## config.mk

```make
export PLATFORM = sky130hd
export DESIGN_NAME = mem_port_arbiter
export DESIGN_NICKNAME = d
export VERILOG_FILES = /design/src/rtl/mem_port_arbiter.sv
export SDC_FILE = /design/constraint.sdc
export NUM_CORES = 1
export LEC_CHECK = 0
export CAP_MARGIN = 20
export CORE_MARGIN = 10
export CORE_UTILIZATION = 37
export DETAILED_ROUTE_END_ITERATION = 8
export PLACE_DENSITY = 0.75
export REMOVE_ABC_BUFFERS = 1
export SLEW_MARGIN = 40
export SYNTH_ARGS = -nofsm -noshare
export SYNTH_HDL_FRONTEND = slang
export SYNTH_SLANG_ARGS = --single-unit
```

## constraint.sdc

```tcl
create_clock -name clk -period 1.8 [get_ports clk]
set_clock_uncertainty 0.05 [all_clocks]
set_input_delay 0.18 -clock clk [delete_from_list [all_inputs] [get_ports clk]]
set_output_delay 0.18 -clock clk [all_outputs]
set_load 0.005 [all_outputs]
```

## src/rtl/mem_port_arbiter.sv

```systemverilog
// mem_port_arbiter: shares one single-ported memory between instruction fetch
// (port 0) and data access (port 1). One transaction is in flight at a time and
// walks IDLE -> ISSUE -> WAIT (LAT cycles) -> RESP -> IDLE. Port 1 normally wins
// arbitration, but port 0 is forced through after STARVE_MAX consecutive losses.
module mem_port_arbiter #(
    parameter int AW         = 32,
    parameter int DW         = 32,
    parameter int LAT        = 1,
    parameter int STARVE_MAX = 3
) (
    input  logic          clk,
    input  logic          rst_n,
    input  logic          req0_valid_i,
    input  logic [AW-1:0] req0_addr_i,
    output logic          req0_ready_o,
    input  logic          req1_valid_i,
    input  logic          req1_we_i,
    input  logic [AW-1:0] req1_addr_i,
    input  logic [DW-1:0] req1_wdata_i,
    output logic          req1_ready_o,
    output logic          resp0_valid_o,
    output logic          resp1_valid_o,
    output logic [DW-1:0] resp_rdata_o,
    output logic          mem_en_o,
    output logic          mem_we_o,
    output logic [AW-1:0] mem_addr_o,
    output logic [DW-1:0] mem_wdata_o,
    input  logic [DW-1:0] mem_rdata_i,
    output logic          sel_o
);

    typedef enum logic [1:0] {
        IDLE  = 2'd0,
        ISSUE = 2'd1,
        WAIT  = 2'd2,
        RESP  = 2'd3
    } state_e;

    localparam logic [3:0] STARVE_LIM = 4'(STARVE_MAX);
    localparam logic [3:0] WAIT_LAST  = 4'(LAT - 1);

    state_e        state_q, state_d;
    logic [3:0]    waitCnt_q, waitCnt_d;
    logic [3:0]    starveCnt_q, starveCnt_d;
    logic          sel_q, sel_d;
    logic          memWe_q, memWe_d;
    logic [AW-1:0] memAddr_q, memAddr_d;
    logic [DW-1:0] memWdata_q, memWdata_d;
    logic [DW-1:0] respRdata_q, respRdata_d;
    logic          grant0, grant1;

    // State register plus the latched transaction and captured read data.
    always_ff @(posedge clk or negedge rst_n) begin
        if (!rst_n) begin
            state_q     <= IDLE;
            waitCnt_q   <= '0;
            starveCnt_q <= '0;
            sel_q       <= 1'b0;
            memWe_q     <= 1'b0;
            memAddr_q   <= '0;
            memWdata_q  <= '0;
            respRdata_q <= '0;
        end else begin
            state_q     <= state_d;
            waitCnt_q   <= waitCnt_d;
            starveCnt_q <= starveCnt_d;
            sel_q       <= sel_d;
            memWe_q     <= memWe_d;
            memAddr_q   <= memAddr_d;
            memWdata_q  <= memWdata_d;
            respRdata_q <= respRdata_d;
        end
    end

    // Arbitration in IDLE, latency counting in WAIT, and next-state selection.
    always_comb begin
        state_d     = state_q;
        waitCnt_d   = waitCnt_q;
        starveCnt_d = starveCnt_q;
        sel_d       = sel_q;
        memWe_d     = memWe_q;
        memAddr_d   = memAddr_q;
        memWdata_d  = memWdata_q;
        respRdata_d = respRdata_q;
        grant0      = 1'b0;
        grant1      = 1'b0;

        case (state_q)
            IDLE: begin
                if (req1_valid_i && !(req0_valid_i && (starveCnt_q == STARVE_LIM))) begin
                    grant1 = 1'b1;
                end else if (req0_valid_i) begin
                    grant0 = 1'b1;
                end

                if (req0_valid_i || req1_valid_i) begin
                    if (req0_valid_i && grant1) begin
                        starveCnt_d = (starveCnt_q == STARVE_LIM) ? STARVE_LIM
                                                                  : starveCnt_q + 4'd1;
                    end else begin
                        starveCnt_d = '0;
                    end
                end

                if (grant1) begin
                    sel_d      = 1'b1;
                    memWe_d    = req1_we_i;
                    memAddr_d  = req1_addr_i;
                    memWdata_d = req1_wdata_i;
                    state_d    = ISSUE;
                end else if (grant0) begin
                    sel_d     = 1'b0;
                    memWe_d   = 1'b0;
                    memAddr_d = req0_addr_i;
                    state_d   = ISSUE;
                end
            end
            ISSUE: begin
                waitCnt_d = '0;
                state_d   = WAIT;
            end
            WAIT: begin
                if (waitCnt_q == WAIT_LAST) begin
                    respRdata_d = memWe_q ? '0 : mem_rdata_i;
                    state_d     = RESP;
                end else begin
                    waitCnt_d = waitCnt_q + 4'd1;
                end
            end
            RESP: begin
                state_d = IDLE;
            end
            default: begin
                state_d = IDLE;
            end
        endcase
    end

    // Readies are gated by reset so nothing is granted while the block is held in reset.
    assign req0_ready_o  = rst_n & grant0;
    assign req1_ready_o  = rst_n & grant1;
    assign mem_en_o      = (state_q == ISSUE);
    assign mem_we_o      = (state_q == ISSUE) & memWe_q;
    assign mem_addr_o    = memAddr_q;
    assign mem_wdata_o   = memWdata_q;
    assign resp0_valid_o = (state_q == RESP) & ~sel_q;
    assign resp1_valid_o = (state_q == RESP) & sel_q;
    assign resp_rdata_o  = respRdata_q;
    assign sel_o         = sel_q;

endmodule

```

==> qor.yml <==
die_y_um: 136
synth-main-ff-cell: "dfrtp_1"
vias: 4474
fin_crit_sh_pct: 98.5
ios: 236
powerDensity_nw_per_um2: 1550
clk_latency_ps: 340
wl_met3_mm: 1.61
yosysTopAreaCellShare_pct: 54.6
avgSynthCellArea_um2: 10.7
rsz0062_at_grt: "yes"
start_util_pct: 37.5
dp_hpwl_mm: 12.0
wl_mm: 16.5
path_cells: "ha_4, nand4bb_4, buf_6, and3_4, buf_8, mux2_4"
wire_per_inst_um: 18.6
first_global_vias: 4698
min_path_type: "in2reg"
met1_length_mm: 6.74
end_kind: "flop"
final_util_pct: 61.5
cts_sinks: 108
critPathMaxFanout: 7
worst_slack_ps: 27.0
port_buffers: 235
place_area_um2: 7640
critPathSlowestCell: "dfrtp_1"
ir_drop_mv: 0.505
ys_async_sr_fraction_pct: 100
status: "complete, no violations"
critPathKind: "reg2reg"
layout.nets: 850
syn_inst: 462
synthTopCellsByArea: "dfrtp_1 (55%), mux2_4 (8.8%), nand2_1 (7.7%)"
viasPerCell: 5.03
drive_above_1_share_pct: 14.3
setup-violations-final: 0
die_w_um: 136
drt.antenna.violating_nets: 0
grtUsageTotal_pct: 17.5
drv_slew: 0
max_freq_ghz: 0.564
grt-ovfl-total: 0
area_growth_syn_to_layout_pct: 64.0
core_area_um2: 13200
holdWs_ps: 350
met2RoutedLength_mm: 7.91
ys_ff_latch: 108
stdcell_area_um2: 8110
cp.arrival_ps: 1950
drc: 0
antenna_cells: 0
hold_violations: 0
fp.dieArea_um2: 18400
cts_tree: "yes"
antenna_found_initial: 0
synth-edff-count: 0
ys_seq_area_share_pct: 54.6
clk_path_buf_depth: 2
place_congestion: 0.844
leakage_nw: 3.45
num_rows: 42
crit_path_start_kind: "flop"
clkTransAtPathRegs_ps: 70
slew_headroom_pct: 60.8
yosysTopAreaCell: "dfrtp_1"
drv_cap: 0
crit_path_max_incr_delay_ps: 420
first_pass_iters: 4
fin_cells: 889
tightest_slew_ps: 588
synth_area_um2: 4950
grt_pass1_wl_mm: 25.7
placed_cells: 866
synth.distinct_cells: 32
yosys_warnings: 0
grt_start_max_net_pins: 109
cp.required_ps: 1970
highest_layer: "met4"
pre_cts_ws_ps: -151
finalWorstPathRequiredPeriod_ps: 1770
cts_buffers: 9
root_buffer: "clkbuf_16"
h-tree-depth: 3
drt_iter0_drc: 230
==> report_power, final <==
group          switching, mW  internal (mW)  total (mW)  leakage, nW
Sequential             0.642           3.56        4.21         1.33
Combinational           2.45           3.78        6.23         1.96
Clock                  0.870           1.25        2.12        0.156
==> cells in the final DEF (no fill, tap or decap), types with 2 or more instances in the layout <==
cell / instances
and2_1: 2
o21ai_0: 39
ha_4: 3
buf_4: 30
o211ai_1: 32
clkbuf_16: 9
dlygate4sd2_1: 3
a21o_1: 2
nand3_1: 6
nor3b_1: 2
mux2_4: 30
and3_4: 2
nand2b_1: 32
bufinv_16: 2
inv_1: 5
buf_8: 3
a32o_1: 2
nand2_1: 101
dfrtp_1: 108
ha_1: 5
clkbuf_2: 2
mux2_2: 3
buf_12: 4
nand4_1: 33
clkdlybuf4s50_1: 228
==> worst paths after layout <==
kind,start,end,slack [ps],depth (start not counted)
max in group asynchronous,rst_n,resp_rdata_o[6],750,3
min in group asynchronous,rst_n,mem_wdata_o[18],490,3
worst min register to register,resp_rdata_o[10],resp_rdata_o[10],430,2
worst max register to register,starveCnt_q[0],mem_wdata_o[26],30,6
worst min-delay path,mem_rdata_i[11],resp_rdata_o[11],350,3
worst max-delay path,starveCnt_q[0],mem_wdata_o[26],30,6
==> Yosys cell counts, types with 2 or more instances <==
library cell,count
dfrtp_1,108
nand2_1,101
o21ai_0,40
nand4_1,33
nand2b_1,32
o211ai_1,32
mux2_4,29
clkbuf_1,27
ha_1,8
buf_2,7
inv_1,6
nand3_1,6
buf_6,4
mux2_2,4
and2_1,3
a21o_1,2
a32o_1,2
nand4bb_1,2
nor3b_1,2
or3b_2,2
==> cell families (layout without fill, tap and decap cells) <==
family | Yosys count | after routing | share of synthesized area, %
mux | 34 | 34 | 9.91
fa+ha+maj | 8 | 8 | 2.02
xor+xnor | 2 | 2 | 0.354
simple gates | 186 | 186 | 18.7
flops | 108 | 108 | 54.6
buf+inv | 44 | 295 | 4.12
compound gates | 80 | 80 | 10.3
==> worst max-delay path: cells and delay by family (launching register included) <==
family | cells | cell delay, ps
adders and majority gates | 1 | 190
buffers and inverters | 2 | 280
DFF | 1 | 420
muxes | 1 | 310
and+or+nand+nor | 2 | 400
==> layer usage <==
metal	GRT usage, %	up-vias
li1	-	2095
met1	21.2	2181
met2	28.6	184
met3	5.79	14
met4	5.68	0
met5	0	-
==> stage by stage <==
stage / TNS (ps) / power [mW]
floorplan: -98840 / 6.60
global placement: -1810 / 10.1
detailed placement: -3500 / 10.3
CTS: -512 / 12.7
global route: -223 / 13.4
finish: 0 / 12.6
==> layout make-up <==
cell class	instances	area, um^2
clock buffer	11	243
clock inverter	4	73.8
fill	1096	5080
inverter	6	22.5
multi-input combinational	310	2120
sequential	108	2700
tap	176	220
timing repair buffer	274	2730
==> sequential cells by signal, summed over array words and instances (netlist names) <==
register,flops
mem_addr_o,32
mem_wdata_o,32
resp_rdata_o,32
starveCnt_q,4
waitCnt_q,4
state_q,2
memWe_q,1
sel_o,1
==> what timing repair did <==
action                                  in CTS  in global routing
cloned                                       2                  0
endpoints found under the hold margin      108                  0
endpoints found under the setup margin      34                 35
gates resized for setup                     20                 12
setup buffers                                6                  2
pin swaps                                    2                  2
hold buffers                                 1                  0
Note: power is estimated with default switching activity, not from simulation.
